[src/rtl/pipeline_hazard_ctrl_pkg.sv]
// Shared constants and types for the pipeline hazard/issue controller:
// forwarding select encodings, in-flight entry attributes and FSM states.
package pipeline_hazard_ctrl_pkg;

  localparam logic [1:0] FWD_RF  = 2'b00;
  localparam logic [1:0] FWD_EX  = 2'b01;
  localparam logic [1:0] FWD_MEM = 2'b10;
  localparam logic [1:0] FWD_WB  = 2'b11;

  localparam int REG_BITS_DEF = 5;
  localparam int CNT_BITS_DEF = 16;

  // Per-entry attributes; the valid bit and rd travel alongside as vld_pN / rd_pN.
  typedef struct packed {
    logic wen;
    logic ld;
    logic mem;
  } entry_attr_t;

  typedef enum logic {
    RUN      = 1'b0,
    MEM_HOLD = 1'b1
  } state_t;

endpackage

[src/rtl/pipeline_hazard_ctrl_if.sv]
// Decode/execute/memory side signals of the hazard controller, grouped so the
// pipeline (master) and controller (slave) share one bundle.
interface pipeline_hazard_ctrl_if #(
  parameter int REG_BITS = 5,
  parameter int CNT_BITS = 16
);
  logic                id_valid;
  logic [REG_BITS-1:0] id_rs1;
  logic [REG_BITS-1:0] id_rs2;
  logic                id_use_rs1;
  logic                id_use_rs2;
  logic [REG_BITS-1:0] id_rd;
  logic                id_wEn;
  logic                id_is_load;
  logic                id_is_mem;
  logic                ex_redirect;
  logic                mem_ready;
  logic                stall_fetch;
  logic                stall_decode;
  logic                flush_decode;
  logic                bubble_execute;
  logic [1:0]          fwd_a_sel;
  logic [1:0]          fwd_b_sel;
  logic [CNT_BITS-1:0] stall_cnt;
  logic [CNT_BITS-1:0] flush_cnt;

  modport master (
    output id_valid, id_rs1, id_rs2, id_use_rs1, id_use_rs2, id_rd, id_wEn,
           id_is_load, id_is_mem, ex_redirect, mem_ready,
    input  stall_fetch, stall_decode, flush_decode, bubble_execute,
           fwd_a_sel, fwd_b_sel, stall_cnt, flush_cnt
  );

  modport slave (
    input  id_valid, id_rs1, id_rs2, id_use_rs1, id_use_rs2, id_rd, id_wEn,
           id_is_load, id_is_mem, ex_redirect, mem_ready,
    output stall_fetch, stall_decode, flush_decode, bubble_execute,
           fwd_a_sel, fwd_b_sel, stall_cnt, flush_cnt
  );
endinterface

[src/rtl/pipeline_hazard_ctrl_fwd_select.sv]
// Operand forwarding select for one source register: nearest producing stage
// wins (E, then M, then W); a load in E cannot forward and x0 never forwards.
module pipeline_hazard_ctrl_fwd_select
  import pipeline_hazard_ctrl_pkg::*;
#(
  parameter int REG_BITS = 5
) (
  input  logic [REG_BITS-1:0] rs,
  input  logic                vld_e,
  input  logic                wen_e,
  input  logic                ld_e,
  input  logic [REG_BITS-1:0] rd_e,
  input  logic                vld_m,
  input  logic                wen_m,
  input  logic [REG_BITS-1:0] rd_m,
  input  logic                vld_w,
  input  logic                wen_w,
  input  logic [REG_BITS-1:0] rd_w,
  output logic [1:0]          sel
);
  logic hit_e, hit_m, hit_w;

  assign hit_e = vld_e & wen_e & ~ld_e & (rd_e != '0) & (rd_e == rs);
  assign hit_m = vld_m & wen_m & (rd_m != '0) & (rd_m == rs);
  assign hit_w = vld_w & wen_w & (rd_w != '0) & (rd_w == rs);

  always_comb begin
    sel = FWD_RF;
    if (hit_e)      sel = FWD_EX;
    else if (hit_m) sel = FWD_MEM;
    else if (hit_w) sel = FWD_WB;
  end
endmodule

[src/rtl/pipeline_hazard_ctrl.sv]
// Hazard/issue controller for the F/D/E/M/W pipeline: tracks E/M/W destination
// state, decides issue/stall/flush for decode and drives forwarding selects.
module pipeline_hazard_ctrl
  import pipeline_hazard_ctrl_pkg::*;
#(
  parameter int REG_BITS = REG_BITS_DEF,
  parameter int CNT_BITS = CNT_BITS_DEF
) (
  input  logic                  clock,
  input  logic                  reset,
  pipeline_hazard_ctrl_if.slave bus
);
  logic                vld_p0, vld_p1, vld_p2;
  logic [REG_BITS-1:0] rd_p0, rd_p1, rd_p2;
  entry_attr_t         attr_p0;
  logic                wen_p1, mem_p1, wen_p2;
  state_t              state, state_nxt;
  logic                mem_wait, lu_hazard, redirect, lu_rs1, lu_rs2;
  logic                stall, flush, bubble, advance, insert;
  logic [CNT_BITS-1:0] stall_cnt_q, flush_cnt_q;

  function automatic logic [CNT_BITS-1:0] sat_inc(input logic [CNT_BITS-1:0] c);
    return (&c) ? c : c + 1'b1;
  endfunction

  assign mem_wait  = vld_p1 & mem_p1 & ~bus.mem_ready;
  assign redirect  = bus.ex_redirect & vld_p0;
  assign lu_rs1    = bus.id_use_rs1 & (bus.id_rs1 == rd_p0);
  assign lu_rs2    = bus.id_use_rs2 & (bus.id_rs2 == rd_p0);
  assign lu_hazard = bus.id_valid & vld_p0 & attr_p0.ld & attr_p0.wen &
                     (rd_p0 != '0) & (lu_rs1 | lu_rs2);

  // A frozen table keeps E intact, so a redirect seen during MEM_HOLD is simply
  // re-evaluated on the cycle the memory access completes.
  always_comb begin
    state_nxt = state;
    stall     = 1'b0;
    flush     = 1'b0;
    bubble    = 1'b0;
    advance   = 1'b0;
    insert    = 1'b0;
    if (reset) begin
      state_nxt = RUN;
    end else begin
      case (state)
        RUN:      if (mem_wait) state_nxt = MEM_HOLD;
        MEM_HOLD: if (bus.mem_ready) state_nxt = RUN;
        default:  state_nxt = RUN;
      endcase
      if (mem_wait) begin
        stall = 1'b1;
      end else if (redirect) begin
        flush   = 1'b1;
        bubble  = 1'b1;
        advance = 1'b1;
      end else if (lu_hazard) begin
        stall   = 1'b1;
        bubble  = 1'b1;
        advance = 1'b1;
      end else begin
        advance = 1'b1;
        insert  = 1'b1;
      end
    end
  end

  // Control: valid bits, FSM and counters
  always_ff @(posedge clock) begin
    if (reset) begin
      state       <= RUN;
      vld_p0      <= 1'b0;
      vld_p1      <= 1'b0;
      vld_p2      <= 1'b0;
      stall_cnt_q <= '0;
      flush_cnt_q <= '0;
    end else begin
      state <= state_nxt;
      if (advance) begin
        vld_p0 <= insert & bus.id_valid;
        vld_p1 <= vld_p0;
        vld_p2 <= vld_p1;
      end
      if (stall) stall_cnt_q <= sat_inc(stall_cnt_q);
      if (flush) flush_cnt_q <= sat_inc(flush_cnt_q);
    end
  end

  // Data: D -> E (p0) -> M (p1) -> W (p2)
  always_ff @(posedge clock) begin
    if (advance) begin
      rd_p0   <= bus.id_rd;
      attr_p0 <= '{wen: bus.id_wEn, ld: bus.id_is_load, mem: bus.id_is_mem};
      rd_p1   <= rd_p0;
      wen_p1  <= attr_p0.wen;
      mem_p1  <= attr_p0.mem;
      rd_p2   <= rd_p1;
      wen_p2  <= wen_p1;
    end
  end

  pipeline_hazard_ctrl_fwd_select #(.REG_BITS(REG_BITS)) u_fwd_a (
    .rs(bus.id_rs1),
    .vld_e(vld_p0), .wen_e(attr_p0.wen), .ld_e(attr_p0.ld), .rd_e(rd_p0),
    .vld_m(vld_p1), .wen_m(wen_p1), .rd_m(rd_p1),
    .vld_w(vld_p2), .wen_w(wen_p2), .rd_w(rd_p2),
    .sel(bus.fwd_a_sel)
  );

  pipeline_hazard_ctrl_fwd_select #(.REG_BITS(REG_BITS)) u_fwd_b (
    .rs(bus.id_rs2),
    .vld_e(vld_p0), .wen_e(attr_p0.wen), .ld_e(attr_p0.ld), .rd_e(rd_p0),
    .vld_m(vld_p1), .wen_m(wen_p1), .rd_m(rd_p1),
    .vld_w(vld_p2), .wen_w(wen_p2), .rd_w(rd_p2),
    .sel(bus.fwd_b_sel)
  );

  assign bus.stall_fetch    = stall;
  assign bus.stall_decode   = stall;
  assign bus.flush_decode   = flush;
  assign bus.bubble_execute = bubble;
  assign bus.stall_cnt      = stall_cnt_q;
  assign bus.flush_cnt      = flush_cnt_q;
endmodule

[src/flat_wrapper.sv]
// flat-port wrapper written by rule: the top's interface ports become plain ports
module pipeline_hazard_ctrl_flat import pipeline_hazard_ctrl_pkg::*;
#(
  parameter int REG_BITS = REG_BITS_DEF,
  parameter int CNT_BITS = CNT_BITS_DEF
)
  (clock, reset, bus_id_valid, bus_id_rs1, bus_id_rs2, bus_id_use_rs1, bus_id_use_rs2, bus_id_rd, bus_id_wEn, bus_id_is_load, bus_id_is_mem, bus_ex_redirect, bus_mem_ready, bus_stall_fetch, bus_stall_decode, bus_flush_decode, bus_bubble_execute, bus_fwd_a_sel, bus_fwd_b_sel, bus_stall_cnt, bus_flush_cnt);
  pipeline_hazard_ctrl_if #(.REG_BITS(REG_BITS), .CNT_BITS(CNT_BITS)) bus_i ();
  input  logic clock;
  input  logic reset;
  input wire logic [$bits(bus_i.id_valid)-1:0] bus_id_valid;
  input wire logic [$bits(bus_i.id_rs1)-1:0] bus_id_rs1;
  input wire logic [$bits(bus_i.id_rs2)-1:0] bus_id_rs2;
  input wire logic [$bits(bus_i.id_use_rs1)-1:0] bus_id_use_rs1;
  input wire logic [$bits(bus_i.id_use_rs2)-1:0] bus_id_use_rs2;
  input wire logic [$bits(bus_i.id_rd)-1:0] bus_id_rd;
  input wire logic [$bits(bus_i.id_wEn)-1:0] bus_id_wEn;
  input wire logic [$bits(bus_i.id_is_load)-1:0] bus_id_is_load;
  input wire logic [$bits(bus_i.id_is_mem)-1:0] bus_id_is_mem;
  input wire logic [$bits(bus_i.ex_redirect)-1:0] bus_ex_redirect;
  input wire logic [$bits(bus_i.mem_ready)-1:0] bus_mem_ready;
  output wire logic [$bits(bus_i.stall_fetch)-1:0] bus_stall_fetch;
  output wire logic [$bits(bus_i.stall_decode)-1:0] bus_stall_decode;
  output wire logic [$bits(bus_i.flush_decode)-1:0] bus_flush_decode;
  output wire logic [$bits(bus_i.bubble_execute)-1:0] bus_bubble_execute;
  output wire logic [$bits(bus_i.fwd_a_sel)-1:0] bus_fwd_a_sel;
  output wire logic [$bits(bus_i.fwd_b_sel)-1:0] bus_fwd_b_sel;
  output wire logic [$bits(bus_i.stall_cnt)-1:0] bus_stall_cnt;
  output wire logic [$bits(bus_i.flush_cnt)-1:0] bus_flush_cnt;
  assign bus_i.id_valid = bus_id_valid;
  assign bus_i.id_rs1 = bus_id_rs1;
  assign bus_i.id_rs2 = bus_id_rs2;
  assign bus_i.id_use_rs1 = bus_id_use_rs1;
  assign bus_i.id_use_rs2 = bus_id_use_rs2;
  assign bus_i.id_rd = bus_id_rd;
  assign bus_i.id_wEn = bus_id_wEn;
  assign bus_i.id_is_load = bus_id_is_load;
  assign bus_i.id_is_mem = bus_id_is_mem;
  assign bus_i.ex_redirect = bus_ex_redirect;
  assign bus_i.mem_ready = bus_mem_ready;
  assign bus_stall_fetch = bus_i.stall_fetch;
  assign bus_stall_decode = bus_i.stall_decode;
  assign bus_flush_decode = bus_i.flush_decode;
  assign bus_bubble_execute = bus_i.bubble_execute;
  assign bus_fwd_a_sel = bus_i.fwd_a_sel;
  assign bus_fwd_b_sel = bus_i.fwd_b_sel;
  assign bus_stall_cnt = bus_i.stall_cnt;
  assign bus_flush_cnt = bus_i.flush_cnt;
  pipeline_hazard_ctrl #(.REG_BITS(REG_BITS), .CNT_BITS(CNT_BITS)) u_core (.clock(clock), .reset(reset), .bus(bus_i));
endmodule
[config.mk]
export PLATFORM = sky130hd
export DESIGN_NAME = pipeline_hazard_ctrl_flat
export DESIGN_NICKNAME = d
export VERILOG_FILES = /design/src/rtl/pipeline_hazard_ctrl_pkg.sv /design/src/rtl/pipeline_hazard_ctrl_if.sv /design/src/rtl/pipeline_hazard_ctrl_fwd_select.sv /design/src/rtl/pipeline_hazard_ctrl.sv /design/src/flat_wrapper.sv
export SDC_FILE = /design/constraint.sdc
export NUM_CORES = 1
export LEC_CHECK = 0
export ABC_AREA = 1
export CAP_MARGIN = 20
export CORE_ASPECT_RATIO = 0.6
export CORE_MARGIN = 5
export CORE_UTILIZATION = 52
export DETAILED_ROUTE_END_ITERATION = 12
export PLACE_DENSITY_LB_ADDON = 0.25
export SYNTH_ARGS = -nofsm -noshare
export SYNTH_HDL_FRONTEND = slang
export SYNTH_SLANG_ARGS = --single-unit
export TNS_END_PERCENT = 100
[constraint.sdc]
create_clock -name clock -period 2.1 [get_ports clock]
set_input_delay 0.42 -clock clock [delete_from_list [all_inputs] [get_ports clock]]
set_output_delay 0.42 -clock clock [all_outputs]
set_load 0.01 [all_outputs]
# Word level (Yosys, flattened, before mapping)
# Index checks and enable logic that the tools add are counted.
[word_totals]
out_inout_bits = 40
elab_cells = 82
ff_bits = 56
[classes]
eq_ne = 8
mux = 22
reduce_logical = 7
bitwise_logic = 29
addsub = 2
[op_table]
columns = ["cell", "n"]
rows = [
  ["$eq A5 B5 Y1", 8],
  ["$add A16 B1 Y16 const B", 2],
  ["$reduce_and A16 Y1", 2],
  ["$and A1 B1 Y1", 24],
  ["$mux W1", 16],
  ["$reduce_bool A5 Y1", 3],
  ["$mux W2", 6],
  ["$not A1 Y1", 4],
  ["$reduce_and A2 Y1", 2],
  ["$or A1 B1 Y1", 1],
]

# Logic depth before layout (Yosys ltp)
# Gate-level depths: netlist of the first run.
[logic_depth]
depth_word = 10
depth_mapped = 14

# By module
# A second synthesis of the first run with hierarchy kept.
[hier_totals]
cells_unflattened = 521
area_unflattened_um2 = 3423.3
[by_module_without_submodules]
columns = ["mod", "seq_area_each_um2", "area_per_inst_um2", "cells_each", "instances"]
rows = [
  ["pipeline_hazard_ctrl", 1331.3, 2765.2, 367, 1],
  ["pipeline_hazard_ctrl_fwd_select", 0.0, 329.1, 77, 2],
]

# Worst setup path before layout of the first run
# Ideal clock, no wire load.
[synth_timing]
path_kind = "reg2out"
from = "register u_core.rd_p0[1]"
to = "output port bus_stall_fetch"
stages_incl_launch_ff = 8
n_path_buf = 1
required_ps = 1680
path_slack_ps = 221
arrival_time_ps = 1459
path_cell_list = "edfxtp_1 xor2_1 nor2_1 nand4_1 nand2_2 nand3_4 a21oi_1 buf_4"
[synth_via]
elab_chain_cells = 8
word_cells_on_any_way = 12
cone_classes = "2 x eq/ne; 4 x mux; 5 x bitwise; 1 x reduce/logical"
[synth_lines]
columns = ["element", "line_no", "source"]
rows = [
  ["start, declared", "pipeline_hazard_ctrl.sv:14", "logic [REG_BITS-1:0] rd_p0, rd_p1, rd_p2;"],
  ["start signal, assigned", "pipeline_hazard_ctrl.sv:91", "rd_p0 <= bus.id_rd;"],
  ["$eq A5 B5 Y1, on equally long branches", "pipeline_hazard_ctrl.sv:28, pipeline_hazard_ctrl.sv:29", ""],
  ["$and A1 B1 Y1, on equally long branches", "pipeline_hazard_ctrl.sv:28, pipeline_hazard_ctrl.sv:29", ""],
  ["$or A1 B1 Y1", "pipeline_hazard_ctrl.sv:31", "(rd_p0 != '0) & (lu_rs1 | lu_rs2);"],
  ["$and A1 B1 Y1 (*)", "pipeline_hazard_ctrl.sv:31", ""],
  ["$mux W1 (*)", "pipeline_hazard_ctrl.sv:56", "end else if (lu_hazard) begin"],
  ["$mux W1 (*)", "pipeline_hazard_ctrl.sv:52", "end else if (redirect) begin"],
  ["$mux W1 (*)", "pipeline_hazard_ctrl.sv:50", "if (mem_wait) begin"],
  ["$mux W1 (*)", "pipeline_hazard_ctrl.sv:42", "if (reset) begin"],
  ["end, declared", "flat_wrapper.sv:22", "output wire logic [$bits(bus_i.stall_fetch)-1:0] bus_stall_fetch;"],
]
# Every way passes the cells marked *; elsewhere a longest branch is shown, timed or not.

# Worst setup path in the final report of the first run
[layout_timing]
from = "register u_core.rd_p0[2]"
to = "output port bus_stall_decode"
[layout_via]
elab_chain_cells = 8
word_cells_on_any_way = 12
cone_classes = "2 x eq/ne; 4 x mux; 5 x bitwise; 1 x reduce/logical"
[layout_lines]
columns = ["element", "line_no", "source"]
rows = [
  ["$eq A5 B5 Y1, on equally long branches", "pipeline_hazard_ctrl.sv:28, pipeline_hazard_ctrl.sv:29", ""],
  ["$and A1 B1 Y1, on equally long branches", "pipeline_hazard_ctrl.sv:28, pipeline_hazard_ctrl.sv:29", ""],
  ["$or A1 B1 Y1", "pipeline_hazard_ctrl.sv:31", ""],
  ["$and A1 B1 Y1 (*)", "pipeline_hazard_ctrl.sv:31", ""],
  ["$mux W1 (*)", "pipeline_hazard_ctrl.sv:56", ""],
  ["$mux W1 (*)", "pipeline_hazard_ctrl.sv:52", ""],
  ["$mux W1 (*)", "pipeline_hazard_ctrl.sv:50", ""],
  ["$mux W1 (*)", "pipeline_hazard_ctrl.sv:42", ""],
  ["end, declared", "flat_wrapper.sv:23", "output wire logic [$bits(bus_i.stall_decode)-1:0] bus_stall_decode;"],
]
# Marks and branches as above.

==> run metrics, run 1 <==
run status finished, violations left; failing checks setup timing; crit path DAT 1830 ps; setup TNS -657 ps; CTS tree done; root buffer cell clkbuf_8; Placer Congestion 0.977; fin cells 608; via density per instance 5.12; Max Root-Sink Buffers 2; Final setup viols 7; NumNets Final 550; commonest cells after routing, fill and taps aside nand2_1 (90), clkdlybuf4s50_1 (46), inv_1 (44); cts hold-fix bufs 0; GRT Total Usage 0.215; FF+latch count, synth 56; Worst EP required 1680 ps; RSZ-0062 raised after global routing true; WHS 444 ps; maxcap violations 0; HP Class reg2reg; I/O Pins 65; DR vias 3115; Mapped Cells 418; total CTS buffers 5; area of the mapped netlist 0.00324 mm2; DRC errors left 0; Tmin final 2250 ps; drt wl/cell 13.9 um; global route total overflow 0; Unique masters post-synth 38; Final ANT Viol Nets 0; WS Path Type reg2out; fin crit share 1.07; layout cell share with drive strength beyond 1 0.210; largest net degree at the start of global routing 28; crit-path max FO 5; Area growth syn-to-layout 34.8%; post-route setup slack -155 ps; commonest non-fill, non-tap cell in the layout nand2_1; Lkg Pwr 1.79 nW; Die X 112 um; DP Cell Count 597; vias in the first global route 2965; Startpoint Class flip-flop; Synth Warn # 0; max-slew violations 0; Peak Freq 444 MHz; top cell type's share of synthesized area 0.216; worst vdd ir 0.000387 V; post-synthesis sequential area ratio 0.411; Pwr Density 494 mW/mm2; clock-pin slew of the registers on the worst-case setup and hold paths 100 ps; Routed WL 8440 um; syn_nets 445; initial antenna violation count 0; clock tree sinks 56; Post-DP HPWL 6550 um; CP Capture Type output pin; die area 0.00796 mm2; largest cells by area after synthesis dfxtp_1 (22%), edfxtp_1 (19%), nand2_1 (11%); Initial DRC Count 204; synthesized area per cell 7.75 um2; Worst-Margin Slew 384 ps; Die H 71.2 um; worst skew pair latency 320 ps; Clock Skew 13.6 ps; first drt pass iteration count 7; CTS H-tree lvls 2; Fill cells 482; final instance area 0.00437 mm2; relative slew slack 0.742; FP Rows 22; Area after DPL 0.00422 mm2; first-pass GRT wire length 13800 um; Core ar. 0.00608 mm2; final hold vios 0; Port Buffers 64; Synth area leader dfxtp_1; Initial Utilization 0.533; ant diodes 0
flip-flops by register name (all words and copies together), names as in the netlist:
register and cells:
u_core.vld_p0 1, u_core.bus.flush_cnt 16, u_core.wen_p1 1, u_core.wen_p2 1
u_core.vld_p1 1, u_core.rd_p2 5, u_core.rd_p1 5, u_core.bus.stall_cnt 16
u_core.rd_p0 5, u_core.attr_p0 3, u_core.mem_p1 1, u_core.vld_p2 1
layout make-up:
type	count	area, um2	share of cell area
clock buffer	6	72.6	0.0166
multi-input combinational	293	1650	0.378
tap	84	105	0.0241
inverter	61	234	0.0536
clock inverter	2	35.0	0.00802
sequential	56	1330	0.305
timing repair buffer	106	940	0.215
what timing repair did:
item / CTS / global route
buffers inserted: 0 / 3
endpoints found under the setup margin: 8 / 7
cloned: 0 / 0
pin swaps: 16 / 8
resized for setup: 53 / 4
layer usage:
metal  wire, um  vias to the layer above  GRT usage
met1       4280                     1421      0.316
met3        652                        9     0.0581
met4         72                        0     0.0405
li1           -                     1568          -
met2       3430                      117      0.320
met5          0                        -          0
synth_stat cells:
cell type  count
or2_2          1
ha_1           2
buf_4          2
clkinv_4       1
nand2_2        5
xnor2_1       10
inv_1         45
nand2_4        2
nor3b_1        1
o21ai_1        1
nand3b_1       2
o21a_1         1
edfxtp_1      21
nor2_4         4
clkbuf_1       2
and3_1         1
dfxtp_1       35
o21ai_0        8
nand3_1       33
nor2_2         4
nor3_2         3
nor4_1         3
inv_2         15
a21oi_2        1
nor2_1        44
buf_8          2
nor4_2         1
a31oi_1        2
xor2_1        17
nand2_1       91
buf_2          1
nor3_1        13
buf_6          1
nand4_1       14
nand2_8        2
nand3_4        4
a21oi_1       22
or3_1          1
path summary, 6_finish.rpt:
path | endpoint | slack, ps | start | cells after the start
hold reg to reg | u_core.mem_p1$_DFFE_PP_ | 440 | u_core.attr_p0[0]$_DFFE_PP_ | 0
setup / recovery | bus_stall_decode | -150 | u_core.rd_p0[2]$_DFFE_PP_ | 10
hold / removal | u_core.mem_p1$_DFFE_PP_ | 440 | u_core.attr_p0[0]$_DFFE_PP_ | 0
setup reg to reg | u_core.bus.stall_cnt[0]$_SDFFE_PP0P_ | 290 | u_core.rd_p0[2]$_DFFE_PP_ | 13
cell families (layout without fill, tap and decap cells):
kind of cell,Yosys count,count (layout),share of synthesized area
AO/OA/AOI/OAI,35,35,0.0568
XOR/XNOR,27,27,0.0730
adder cells (fa/ha/maj),2,2,0.00772
buffers and inverters,69,175,0.0934
flip-flops,56,56,0.411
AND/OR/NAND/NOR,229,229,0.358
where the power goes:
| group | internal (mW) | switching (mW) | total, mW |
|---|---|---|---|
| clock network | 0.354 | 0.348 | 0.702 |
| logic | 0.136 | 0.130 | 0.266 |
| registers | 1.16 | 0.0315 | 1.19 |
| total | 1.65 | 0.510 | 2.16 |
stage by stage:
stage / setup WS (ps) / total power, mW / utilization
3_3_place_gp: -695 / 1.46 / 0.694
2_1_floorplan: 221 / 1.32 / -
6_report: -155 / 2.16 / 0.718
4_1_cts: -204 / 2.16 / 0.713
3_5_place_dp: -754 / 1.47 / 0.694
5_1_grt: -259 / 2.24 / 0.718
worst max-delay path, cell delays in order, from the launching register on:
cell and delay, ps:
edfxtp_1 460, inv_1 90, nand2_1 60, nand2_1 80
nor2_2 110, nand4_1 120, nand2_2 130, nand3_4 80
a21oi_2 150, buf_6 150, buf_6 100
(Power assumes the default switching activity.)
==> inputs of run 2 (changes only) <==
Settings changed: GPL_ROUTABILITY_DRIVEN from default to 0.
==> run metrics, run 2 (same netlist as run 1, synthesis figures left out) <==
run status finished, violations left; failing checks setup timing; R2R Path End u_core.bus.stall_cnt[0]$_SDFFE_PP0P_; global route total overflow 0 (unchanged); Setup crit start u_core.rd_p2[2]$_DFFE_PP_; Area growth syn-to-layout 36.8%; clock tree sinks 56 (unchanged); worst-path cell chain xor2_1 -> or3_4 -> nor3_4 -> nand4_1 -> a21oi_1 -> buf_2; commonest cells after routing, fill and taps aside nand2_1 (88), clkdlybuf4s50_1 (46), inv_1 (44); first drt pass iteration count 5 (-2); met2 usage 0.314 (-0.00598); crit-path max FO 2 (-3); worst vdd ir 0.000344 V (-11%); Tmin final 2300 ps (+48.9 ps); largest net degree at the start of global routing 28 (unchanged); busiest layer in global routing met2; clock-pin slew of the registers on the worst-case setup and hold paths 100 ps (about the same); Initial DRC Count 191 (-6.4%); Clock Skew 9.10 ps (-4.52 ps); worst skew pair latency 310 ps (about the same); fin cells 607 (-0.16%); Worst R2R Path Depth 14 (+1); Final ANT Viol Nets 0 (unchanged); Peak Freq 434 MHz (-2.1%); max-slew violations 0 (unchanged); vias in the first global route 2844 (-4.1%); DP Cell Count 593 (-0.67%); WS Path Type reg2out; Pwr Density 544 mW/mm2 (+10%); Final setup viols 7 (unchanged); Crit-path slowest cell edfxtp_1; reg-to-reg setup timing slack 110 ps (-180 ps); setup TNS -1050 ps (-394 ps); hold path cells 0 (unchanged); Worst-Margin Slew 369 ps (-14.8 ps); Post-DP HPWL 6460 um (-1.3%); total CTS buffers 5 (unchanged); ant diodes 0 (unchanged); CP Capture Type output pin; DR vias 3095 (-0.64%); CTS tree done; DRC errors left 0 (unchanged); Die H 71.2 um (unchanged); area of the multi-input gates 0.00169 mm2 (+2.4%); FP Rows 22 (unchanged); via density per instance 5.10 (-0.48%); HP Class reg2reg; Max Root-Sink Buffers 2 (unchanged); fin crit share 1.10 (+0.0233); Critical Path Max Stage Delay 460 ps (about the same); Die X 112 um (unchanged); relative slew slack 0.753 (+0.0113); Startpoint Class flip-flop; NumNets Final 549 (-0.18%); crit path DAT 1880 ps (+50 ps); Initial Utilization 0.533 (unchanged); root buffer cell clkbuf_8; GRT Total Usage 0.212 (-0.00341); Routed WL 8650 um (+2.5%); crit path capture bus_fwd_b_sel[1]; Worst EP required 1680 ps (about the same); WHS 440 ps (-3.63 ps); hold path start u_core.attr_p0[0]$_DFFE_PP_; Crit path max-delay family simple AND/OR/NAND/NOR gates; total power 2.41 mW (+12%); pre-CTS setup slack -779 ps (-24.8 ps); critical path depth in cells 6 (-4); Fill cells 478 (-0.83%); Register Area 0.00133 mm2 (unchanged); layout cell share with drive strength beyond 1 0.218 (+0.00805); drt wl/cell 14.3 um (+2.7%); initial antenna violation count 0 (unchanged); I/O Pins 65 (unchanged); grt met3 use 0.0504 (-0.00769); die area 0.00796 mm2 (unchanged); final hold vios 0 (unchanged); Core ar. 0.00608 mm2 (unchanged); post-route setup slack -204 ps (-48.9 ps); Worst R2R Start u_core.rd_p0[2]$_DFFE_PP_; Port Buffers 64 (unchanged); maxcap violations 0 (unchanged); RSZ-0062 raised after global routing true; commonest non-fill, non-tap cell in the layout nand2_1; met1 global-route usage 0.314 (-0.00156); CTS H-tree lvls 2 (unchanged); cts hold-fix bufs 0 (unchanged); first-pass GRT wire length 13700 um (-1.1%); Lkg Pwr 1.82 nW (+1.4%); CP bufs+invs 1 (-2)
run 2: what timing repair did:
item / CTS / global route
buffers inserted: 5 / 1
pin swaps: 11 / 6
resized for setup: 58 / 4
cloned: 0 / 2
setup endpoints to repair: 8 / 11
run 2: final cells by class:
type / count / share of cell area
repair buffers: 103 / 0.206
well taps: 84 / 0.0237
clock inverters: 3 / 0.0203
multi-input cells: 295 / 0.381
clock buffers: 5 / 0.0155
flip-flops and latches: 56 / 0.300
inverters: 61 / 0.0528
run 2: worst min path at each step:
stage	to	slack (ps)
2_1_floorplan	u_core.mem_p1$_DFFE_PP_	400
3_3_place_gp	u_core.mem_p1$_DFFE_PP_	400
3_5_place_dp	u_core.mem_p1$_DFFE_PP_	410
4_1_cts	u_core.mem_p1$_DFFE_PP_	440
5_1_grt	u_core.mem_p1$_DFFE_PP_	450
6_report	u_core.mem_p1$_DFFE_PP_	440
run 2: report_power, final:
group / total, mW / internal [mW] / switching, mW / leakage, nW
registers: 1.19 / 1.16 / 0.0322 / 0.487
clock network: 0.956 / 0.596 / 0.360 / 0.0784
logic: 0.267 / 0.135 / 0.133 / 1.25
total: 2.41 / 1.89 / 0.525 / 1.82
run 2: per-stage QoR:
stage	instance area, um2	util
6_report	4430	0.729
5_1_grt	4430	0.729
4_1_cts	4400	0.723
3_5_place_dp	4190	0.689
3_3_place_gp	4190	0.689
2_1_floorplan	3240	-
run 2: per-layer routing:
layer	wire length [um]	vias up	part of all wire
met5	0	-	0
met4	95	0	0.011
met3	733	14	0.085
met2	3610	120	0.42
met1	4210	1395	0.49
li1	-	1566	-
==> inputs of run 3 (changes only) <==
Settings changed: PLACE_DENSITY from default to 0.81, PLACE_DENSITY_LB_ADDON 0.25 to default.
==> run metrics, run 3 (same netlist as run 1, synthesis figures left out) <==
Post-DP HPWL 6630 um (+2.7%); Peak Freq 421 MHz (-3.0%); Port Buffers 64 (unchanged); via density per instance 5.24 (+2.8%); DP Cell Count 594 (+0.17%); cell mode on critical path buf_6; CTS H-tree lvls 2 (unchanged); commonest cells after routing, fill and taps aside nand2_1 (89), clkdlybuf4s50_1 (46), inv_1 (43); initial antenna violation count 0 (unchanged); layout cell share with drive strength beyond 1 0.224 (+0.00594); largest net degree at the start of global routing 28 (unchanged); Routed WL 8850 um (+2.3%); Die X 112 um (unchanged); area of the multi-input gates 0.00171 mm2 (+1.2%); crit path DAT 1950 ps (+70 ps); met1 global-route usage 0.310 (-0.00370); grt met3 use 0.0538 (+0.00342); die area 0.00796 mm2 (unchanged); Die H 71.2 um (unchanged); worst skew pair latency 320 ps (about the same); worst vdd ir 0.000455 V (+33%); clock tree sinks 56 (unchanged); WS Path Type reg2out; CP Capture Type output pin; Crit-path slowest cell edfxtp_1; Area growth syn-to-layout 36.2%; Worst-Margin Slew 339 ps (-29.5 ps); commonest non-fill, non-tap cell in the layout nand2_1; max-slew violations 0 (unchanged); hold path cells 0 (unchanged); maxcap violations 0 (unchanged); busiest layer in global routing met2; RSZ-0062 raised after global routing true; Initial DRC Count 239 (+25%); Final setup viols 7 (unchanged); Max Root-Sink Buffers 2 (unchanged); post-route setup slack -275 ps (-71.0 ps); run status finished, violations left; DR vias 3204 (+3.5%); worst-path cell chain buf_4 -> xnor2_4 -> nand4_1 -> nand2_2 -> nand3_4 -> a21oi_4 -> buf_6 -> buf_6; Lkg Pwr 1.80 nW (-1.1%); fin cells 611 (+0.66%); Startpoint Class flip-flop; Critical Path Max Stage Delay 520 ps (+60 ps); I/O Pins 65 (unchanged); met2 usage 0.325 (+0.0113); Initial Utilization 0.533 (unchanged); clock-pin slew of the registers on the worst-case setup and hold paths 100 ps (about the same); first-pass GRT wire length 13700 um (+0.40%); relative slew slack 0.773 (+0.0199); final hold vios 0 (unchanged); HP Class reg2reg; Tmin final 2370 ps (+71.0 ps); global route total overflow 0 (unchanged); total power 2.06 mW (-15%); cts hold-fix bufs 0 (unchanged); fin crit share 1.13 (+0.0338); Area after DPL 0.00420 mm2 (+0.18%); root buffer cell clkbuf_8; Pwr Density 467 mW/mm2 (-14%); first drt pass iteration count 4 (-1); Worst R2R Path Depth 11 (-3); failing checks setup timing; GRT Total Usage 0.215 (+0.00311); Final ANT Viol Nets 0 (unchanged); Fill cells 479 (+0.21%); Worst EP required 1680 ps (about the same); Core ar. 0.00608 mm2 (unchanged); total CTS buffers 5 (unchanged); NumNets Final 553 (+0.73%); CTS tree done; drt wl/cell 14.5 um (+1.6%); DRC errors left 0 (unchanged); FP Rows 22 (unchanged); final instance area 0.00441 mm2 (-0.48%); Clock Skew 11.5 ps (+2.39 ps); ant diodes 0 (unchanged); Register Area 0.00133 mm2 (unchanged); vias in the first global route 2942 (+3.4%); crit-path max FO 4 (+2)
[run 3: routing by layer]
| layer | routed length [um] | vias to the layer above | part of all wire |
|---|---|---|---|
| li1 | - | 1580 | - |
| met1 | 4190 | 1484 | 0.47 |
| met3 | 734 | 17 | 0.083 |
| met4 | 146 | 0 | 0.016 |
| met2 | 3780 | 123 | 0.43 |
| met5 | 0 | - | 0 |
[run 3: final cells by class]
type,count,area share
Multi-Input combinational cell,295,0.388
Sequential cell,56,0.302
Timing Repair Buffer,107,0.214
Inverter,61,0.0530
Tap cell,84,0.0238
Clock buffer,5,0.0156
Clock inverter,3,0.00425
[run 3: power breakdown]
group	switching, mW	internal, mW
registers	0.0322	1.16
logic	0.141	0.139
clock network	0.359	0.231
[run 3: worst max-delay path, delay by kind of cell (launching register included)]
family,cells,cell delay (ps)
AO/OA/AOI/OAI,1,150
XOR/XNOR,1,190
buffers and inverters,3,430
flip-flops,1,520
AND/OR/NAND/NOR,3,350
[run 3: stage by stage]
stage	setup TNS [ps]	hold slack, ps	worst slack (ps)	utilization
final	-1080	437	-275	0.725
after floorplan	0	400	221	-
after global placement	-6020	403	-737	0.690
after detailed placement	-8370	412	-862	0.690
after CTS	-1470	436	-277	0.711
after global routing	-1800	451	-388	0.725
[run 3: path summary, 6_finish.rpt]
path / start / endpoint / slack, ps
max: u_core.rd_p0[4]$_DFFE_PP_ / bus_stall_decode / -270
max reg2reg: u_core.rd_p0[4]$_DFFE_PP_ / u_core.bus.stall_cnt[1]$_SDFFE_PP0P_ / 190
min: u_core.attr_p0[0]$_DFFE_PP_ / u_core.mem_p1$_DFFE_PP_ / 440
min reg2reg: u_core.attr_p0[0]$_DFFE_PP_ / u_core.mem_p1$_DFFE_PP_ / 440
[run 3: timing repair]
| item | in CTS | in global routing |
|---|---|---|
| setup buffers | 4 | 5 |
| endpoints found under the hold margin | 0 | 0 |
| pin swaps | 15 | 15 |
| setup endpoints to repair | 8 | 23 |
| gates cloned | 0 | 2 |
| gates resized for setup | 46 | 18 |
